==> src/rtl/outing_pkg.sv <==
// Shared types and helpers for the outing scheduler.
package outing_pkg;

    typedef enum logic [1:0] {
        IDLE     = 2'd0,
        GATHER   = 2'd1,
        OUTING   = 2'd2,
        COOLDOWN = 2'd3
    } state_t;

    // Width that holds the largest counter load plus one.
    function automatic int cnt_width(input int g, input int o, input int c);
        int m;
        m = g;
        if (o > m) m = o;
        if (c > m) m = c;
        return $clog2(m + 1);
    endfunction

endpackage

==> src/rtl/rr_arbiter.sv <==
// Round-robin arbiter: combinational one-hot grant of the first requester after the pointer.
module rr_arbiter #(
    parameter int N = 2
) (
    input  logic         clk,
    input  logic         rst_n,
    input  logic [N-1:0] req,
    input  logic         advance,
    output logic [N-1:0] gnt
);

    localparam int PW = (N > 1) ? $clog2(N) : 1;

    logic [PW-1:0] r_ptr;
    logic [PW-1:0] w_idx;
    logic [N-1:0]  w_hi;
    logic          w_found;

    // Requests strictly above the pointer win first; otherwise wrap to the lowest index.
    always_comb begin
        w_hi = '0;
        for (int i = 0; i < N; i++) begin
            w_hi[i] = req[i] && (i > int'(r_ptr));
        end
    end

    always_comb begin
        gnt     = '0;
        w_idx   = r_ptr;
        w_found = 1'b0;
        for (int i = 0; i < N; i++) begin
            if (!w_found && w_hi[i]) begin
                gnt[i]  = 1'b1;
                w_idx   = PW'(i);
                w_found = 1'b1;
            end
        end
        for (int i = 0; i < N; i++) begin
            if (!w_found && req[i]) begin
                gnt[i]  = 1'b1;
                w_idx   = PW'(i);
                w_found = 1'b1;
            end
        end
    end

    always_ff @(posedge clk or negedge rst_n) begin
        if (!rst_n) begin
            r_ptr <= PW'(N - 1);
        end else if (advance && |req) begin
            r_ptr <= w_idx;
        end
    end

endmodule

==> src/rtl/outing_scheduler.sv <==
// Outing controller: gathers a two-group quorum, grants one member per group,
// times the outing and enforces a cooldown before the next one.
//
// state    | meaning
// IDLE     | waiting for a member of each group to request
// GATHER   | quorum must persist while counter runs down
// OUTING   | grants frozen, going_out high until timeout or a grantee drops
// COOLDOWN | requests ignored until counter expires
module outing_scheduler
    import outing_pkg::*;
#(
    parameter int N_HIKE     = 2,
    parameter int N_BALL     = 2,
    parameter int GATHER_CYC = 4,
    parameter int OUT_CYC    = 8,
    parameter int COOL_CYC   = 2
) (
    input  logic              clk,
    input  logic              rst_n,
    input  logic [N_HIKE-1:0] hike_req,
    input  logic [N_BALL-1:0] ball_req,
    output logic [N_HIKE-1:0] hike_gnt,
    output logic [N_BALL-1:0] ball_gnt,
    output logic              going_out,
    output logic              busy
);

    localparam int CW = cnt_width(GATHER_CYC, OUT_CYC, COOL_CYC);
    localparam logic [CW-1:0] GATHER_LD = CW'(GATHER_CYC - 1);
    localparam logic [CW-1:0] OUT_LD    = CW'(OUT_CYC - 1);
    localparam logic [CW-1:0] COOL_LD   = CW'(COOL_CYC - 1);

    state_t            r_state;
    logic [CW-1:0]     r_cnt;
    logic [N_HIKE-1:0] r_hike_gnt;
    logic [N_BALL-1:0] r_ball_gnt;
    logic              r_going_out;
    logic              r_busy;

    logic              w_quorum;
    logic              w_advance;
    logic              w_early_end;
    logic [N_HIKE-1:0] w_hike_arb;
    logic [N_BALL-1:0] w_ball_arb;

    assign w_quorum    = (|hike_req) & (|ball_req);
    assign w_advance   = (r_state == GATHER) && w_quorum && (r_cnt == '0);
    assign w_early_end = !(|(hike_req & r_hike_gnt)) || !(|(ball_req & r_ball_gnt));

    rr_arbiter #(.N(N_HIKE)) u_hike_arb (
        .clk     (clk),
        .rst_n   (rst_n),
        .req     (hike_req),
        .advance (w_advance),
        .gnt     (w_hike_arb)
    );

    rr_arbiter #(.N(N_BALL)) u_ball_arb (
        .clk     (clk),
        .rst_n   (rst_n),
        .req     (ball_req),
        .advance (w_advance),
        .gnt     (w_ball_arb)
    );

    always_ff @(posedge clk or negedge rst_n) begin
        if (!rst_n) begin
            r_state     <= IDLE;
            r_cnt       <= '0;
            r_hike_gnt  <= '0;
            r_ball_gnt  <= '0;
            r_going_out <= 1'b0;
            r_busy      <= 1'b0;
        end else begin
            case (r_state)
                IDLE: begin
                    if (w_quorum) begin
                        r_state <= GATHER;
                        r_cnt   <= GATHER_LD;
                        r_busy  <= 1'b1;
                    end
                end
                GATHER: begin
                    if (!w_quorum) begin
                        r_state <= IDLE;
                        r_busy  <= 1'b0;
                    end else if (r_cnt == '0) begin
                        r_state     <= OUTING;
                        r_cnt       <= OUT_LD;
                        r_hike_gnt  <= w_hike_arb;
                        r_ball_gnt  <= w_ball_arb;
                        r_going_out <= 1'b1;
                    end else begin
                        r_cnt <= r_cnt - 1'b1;
                    end
                end
                OUTING: begin
                    if (w_early_end || r_cnt == '0) begin
                        r_state     <= COOLDOWN;
                        r_cnt       <= COOL_LD;
                        r_hike_gnt  <= '0;
                        r_ball_gnt  <= '0;
                        r_going_out <= 1'b0;
                    end else begin
                        r_cnt <= r_cnt - 1'b1;
                    end
                end
                COOLDOWN: begin
                    if (r_cnt == '0) begin
                        r_state <= IDLE;
                        r_busy  <= 1'b0;
                    end else begin
                        r_cnt <= r_cnt - 1'b1;
                    end
                end
                default: begin
                    r_state     <= IDLE;
                    r_cnt       <= '0;
                    r_hike_gnt  <= '0;
                    r_ball_gnt  <= '0;
                    r_going_out <= 1'b0;
                    r_busy      <= 1'b0;
                end
            endcase
        end
    end

    assign hike_gnt  = r_hike_gnt;
    assign ball_gnt  = r_ball_gnt;
    assign going_out = r_going_out;
    assign busy      = r_busy;

endmodule
==> config.mk <==
export PLATFORM = sky130hd
export DESIGN_NAME = outing_scheduler
export DESIGN_NICKNAME = d
export VERILOG_FILES = /design/src/rtl/outing_pkg.sv /design/src/rtl/rr_arbiter.sv /design/src/rtl/outing_scheduler.sv
export SDC_FILE = /design/constraint.sdc
export NUM_CORES = 1
export LEC_CHECK = 0
export CAP_MARGIN = 20
export CORE_MARGIN = 4
export CORE_UTILIZATION = 34
export CTS_BUF_LIST = sky130_fd_sc_hd__clkbuf_8
export CTS_CLUSTER_SIZE = 16
export DETAILED_ROUTE_END_ITERATION = 8
export PLACE_DENSITY = 0.6
export SLEW_MARGIN = 25
export SYNTH_ARGS = -nofsm -noshare
export SYNTH_HDL_FRONTEND = slang
export SYNTH_SLANG_ARGS = --single-unit
==> constraint.sdc <==
create_clock -name clk -period 2.25 [get_ports clk]
set_clock_uncertainty 0.2 [all_clocks]
set_input_delay 0.45 -clock clk [delete_from_list [all_inputs] [get_ports clk]]
set_output_delay 0.45 -clock clk [all_outputs]
set_load 0.005 [all_outputs]
==> impl_metrics.yaml <==
synth:
  ys_warn_count: 0
  synth.avg_cell_area_um2: 9.53
  synth-adder-area-share_pct: 1.68
  syn-num-nets: 85
  synthMuxAreaShare_pct: 1.35
  synth-compound-area-share_pct: 27.6
  synth.area.top_cells: "dfrtp_1, dfstp_2, a22o_1"
  yosys.area.top_type_share_pct: 40.4
  synth-simple-area-share_pct: 17.8
  async_flop_share_pct: 100
  netlist_instances: 78
  synth_seq_cells: 14
  synth_top_family_by_area: "compound AO/OA/AOI/OAI gates"
  synth.largest_area_cell: "dfrtp_1"
  ys_types: 29
  synth-xor-area-share_pct: 0
  synth_top_flop_cell: "dfrtp_1"
  ys_seq_area_share_pct: 47.5
  syn-cell-area_um2: 743
  synth_common_cells: "dfrtp_1, nand2_1, inv_1, nor2_1, a21oi_1"
  synth_edf_count: 0
  yosysMostFrequentCell: "dfrtp_1"
clock_tree:
  cts_hold_buffers: 0
  cts.clk_slew.worst_paths_ns: 0.06
  cts_setup_buffers: 0
  cts_max_level: 1
  cts_sinks: 14
  cts_buffers: 3
  clock_latency_ns: 0.24
  clock-root-buffer: "clkbuf_8"
  cts_resized: 0
  clock_path_buffers: 2
  cts_tree: "built"
die:
  initial_core_util_pct: 36.8
  core_mm2: 0.00202
  fp.dieH_um: 54.8
  row_count: 16
  io_pins: 12
  dieWidth_um: 54.8
  die-area_mm2: 0.00300
setup_path:
  arrival_ns: 2.02
  required_ns: 2.18
  crit_start: "r_cnt[0]"
  reg2reg_from: "r_cnt[0]"
  endpoint_kind: "register"
  worstSetupPathType: "register to register"
  crit_fanout: 6
  r2r_setup_slack_ns: 0.16
  start_kind: "register"
timing:
  finalSetupViolations: 0
  tns_ns: 0
  period_minus_slack_ns: 2.09
  fin_crit_sh_pct: 92.7
  timing.fmax_mhz: 479
  max_slew_margin_pct: 59.3
  hold_violations: 0
  worst_pin_slew_ns: 0.608
  hold_slack_ns: 0.286
  maxSlewViolCount: 0
  rsz0062_at_grt: "false"
power:
  p_leak_nw: 0.432
  ir_drop_uv: 685
  powerDensity_mw_per_mm2: 1230
final_layout:
  area_growth_syn_to_layout_pct: 27.4
  antenna_cells: 0
  num-nets-final: 102
  fin_area_um2: 947
  drive_gt1_share_pct: 10.6
status:
  outcome: "complete, no violations"
grt:
  grt_max_degree: 15
  grt_pass1_wl_um: 2790
  overflow: 0
  grt_use_total_pct: 13.2
  first_global_vias: 631
  antenna_found_initial: 0
placed_design:
  dpl_cell_area_um2: 902
  portBuffers: 11
  gp_congestion: 0.888
  dp_hpwl_um: 1270
drt:
  drc: 0
  wire_per_inst_um: 13.1
  wl_um: 1580
  antenna_left: 0
  viasPerCell: 5.37
  drt_first_iter_violations: 5
  drtPass1Iterations: 4
  via_count: 650
hold_path:
  worstHoldPathType: "register to register"
  min-delay-start: "r_cnt[0]"
job:
  max_cap_viol_count: 0
registers in the layout, indices dropped and copies added (netlist names), named ones only:
name              flops
hike_gnt              2
r_state               1
r_cnt                 4
u_ball_arb.r_ptr      1
going_out             1
busy                  1
u_hike_arb.r_ptr      1
ball_gnt              2
critical path, stage by stage, from the launching register on:
cell and delay (ns):
dfrtp_1 0.39, inv_1 0.09, ha_1 0.25, or3b_4 0.44, a31oi_1 0.22, a21oi_1 0.16, a32o_1 0.24
final timing paths:
kind                               end  depth (start not counted)
max                        hike_gnt[1]                          6
min in group asynchronous     r_cnt[0]                          1
min                           r_cnt[0]                          1
min reg2reg                   r_cnt[0]                          1
max in group asynchronous     r_cnt[1]                          1
max reg2reg                hike_gnt[1]                          6
cell usage in the layout, fill, tap and decap left out, types with 2 or more instances in the layout:
cell / Yosys / final
a21o_1: 2 / 2
nand2b_1: 3 / 3
o21ai_0: 4 / 4
nand2_1: 9 / 9
o2111ai_1: 2 / 2
dfrtp_1: 12 / 12
a22o_1: 4 / 4
a21oi_1: 5 / 5
dfstp_2: 2 / 2
inv_1: 6 / 7
clkdlybuf4s50_1: 0 / 11
o22ai_1: 2 / 2
clkbuf_8: 0 / 3
nor2_1: 6 / 6
a31oi_1: 4 / 4
buf_4: 0 / 3
layer usage:
| layer | GRT usage (%) | vias to the layer above | routed length, µm |
|---|---|---|---|
| li1 | - | 328 | - |
| met1 | 17.9 | 314 | 815 |
| met2 | 18.9 | 6 | 713 |
| met3 | 4.90 | 2 | 34 |
| met4 | 4.98 | 0 | 19 |
| met5 | 0 | - | 0 |
cells by family (layout without fill, tap and decap cells):
logic type,after synthesis,count (layout)
adder cells (fa/ha/maj),1,1
multiplexers,1,1
AO/OA/AOI/OAI,29,29
buffers and inverters,8,24
flip-flops,14,14
AND/OR/NAND/NOR,25,25
final cells by class:
class,count,area (µm²)
clock inverter,1,3.75
fill,201,1070
multi-input combinational,56,360
tap,27,33.8
sequential,14,353
timing repair buffer,14,133
inverter,6,22.5
clock buffer,3,41.3
per-stage QoR:
step,utilization (%),worst slack (ns),power (mW),std cells
2_1_floorplan,-,0.336,0.780,78
3_3_place_gp,44.6,0.133,0.964,117
3_5_place_dp,44.6,0.106,0.968,117
4_1_cts,46.8,0.160,1.17,121
5_1_grt,46.8,0.0587,1.27,121
6_report,46.8,0.163,1.16,121
power by group:
group	total [mW]	switching, mW	leakage, nW	internal (mW)
Clock	0.201	0.0811	0.0269	0.120
Sequential	0.462	0.0946	0.170	0.367
Combinational	0.499	0.247	0.235	0.252
Total	1.16	0.423	0.432	0.739
No activity file was read; power rests on OpenSTA's default activity.
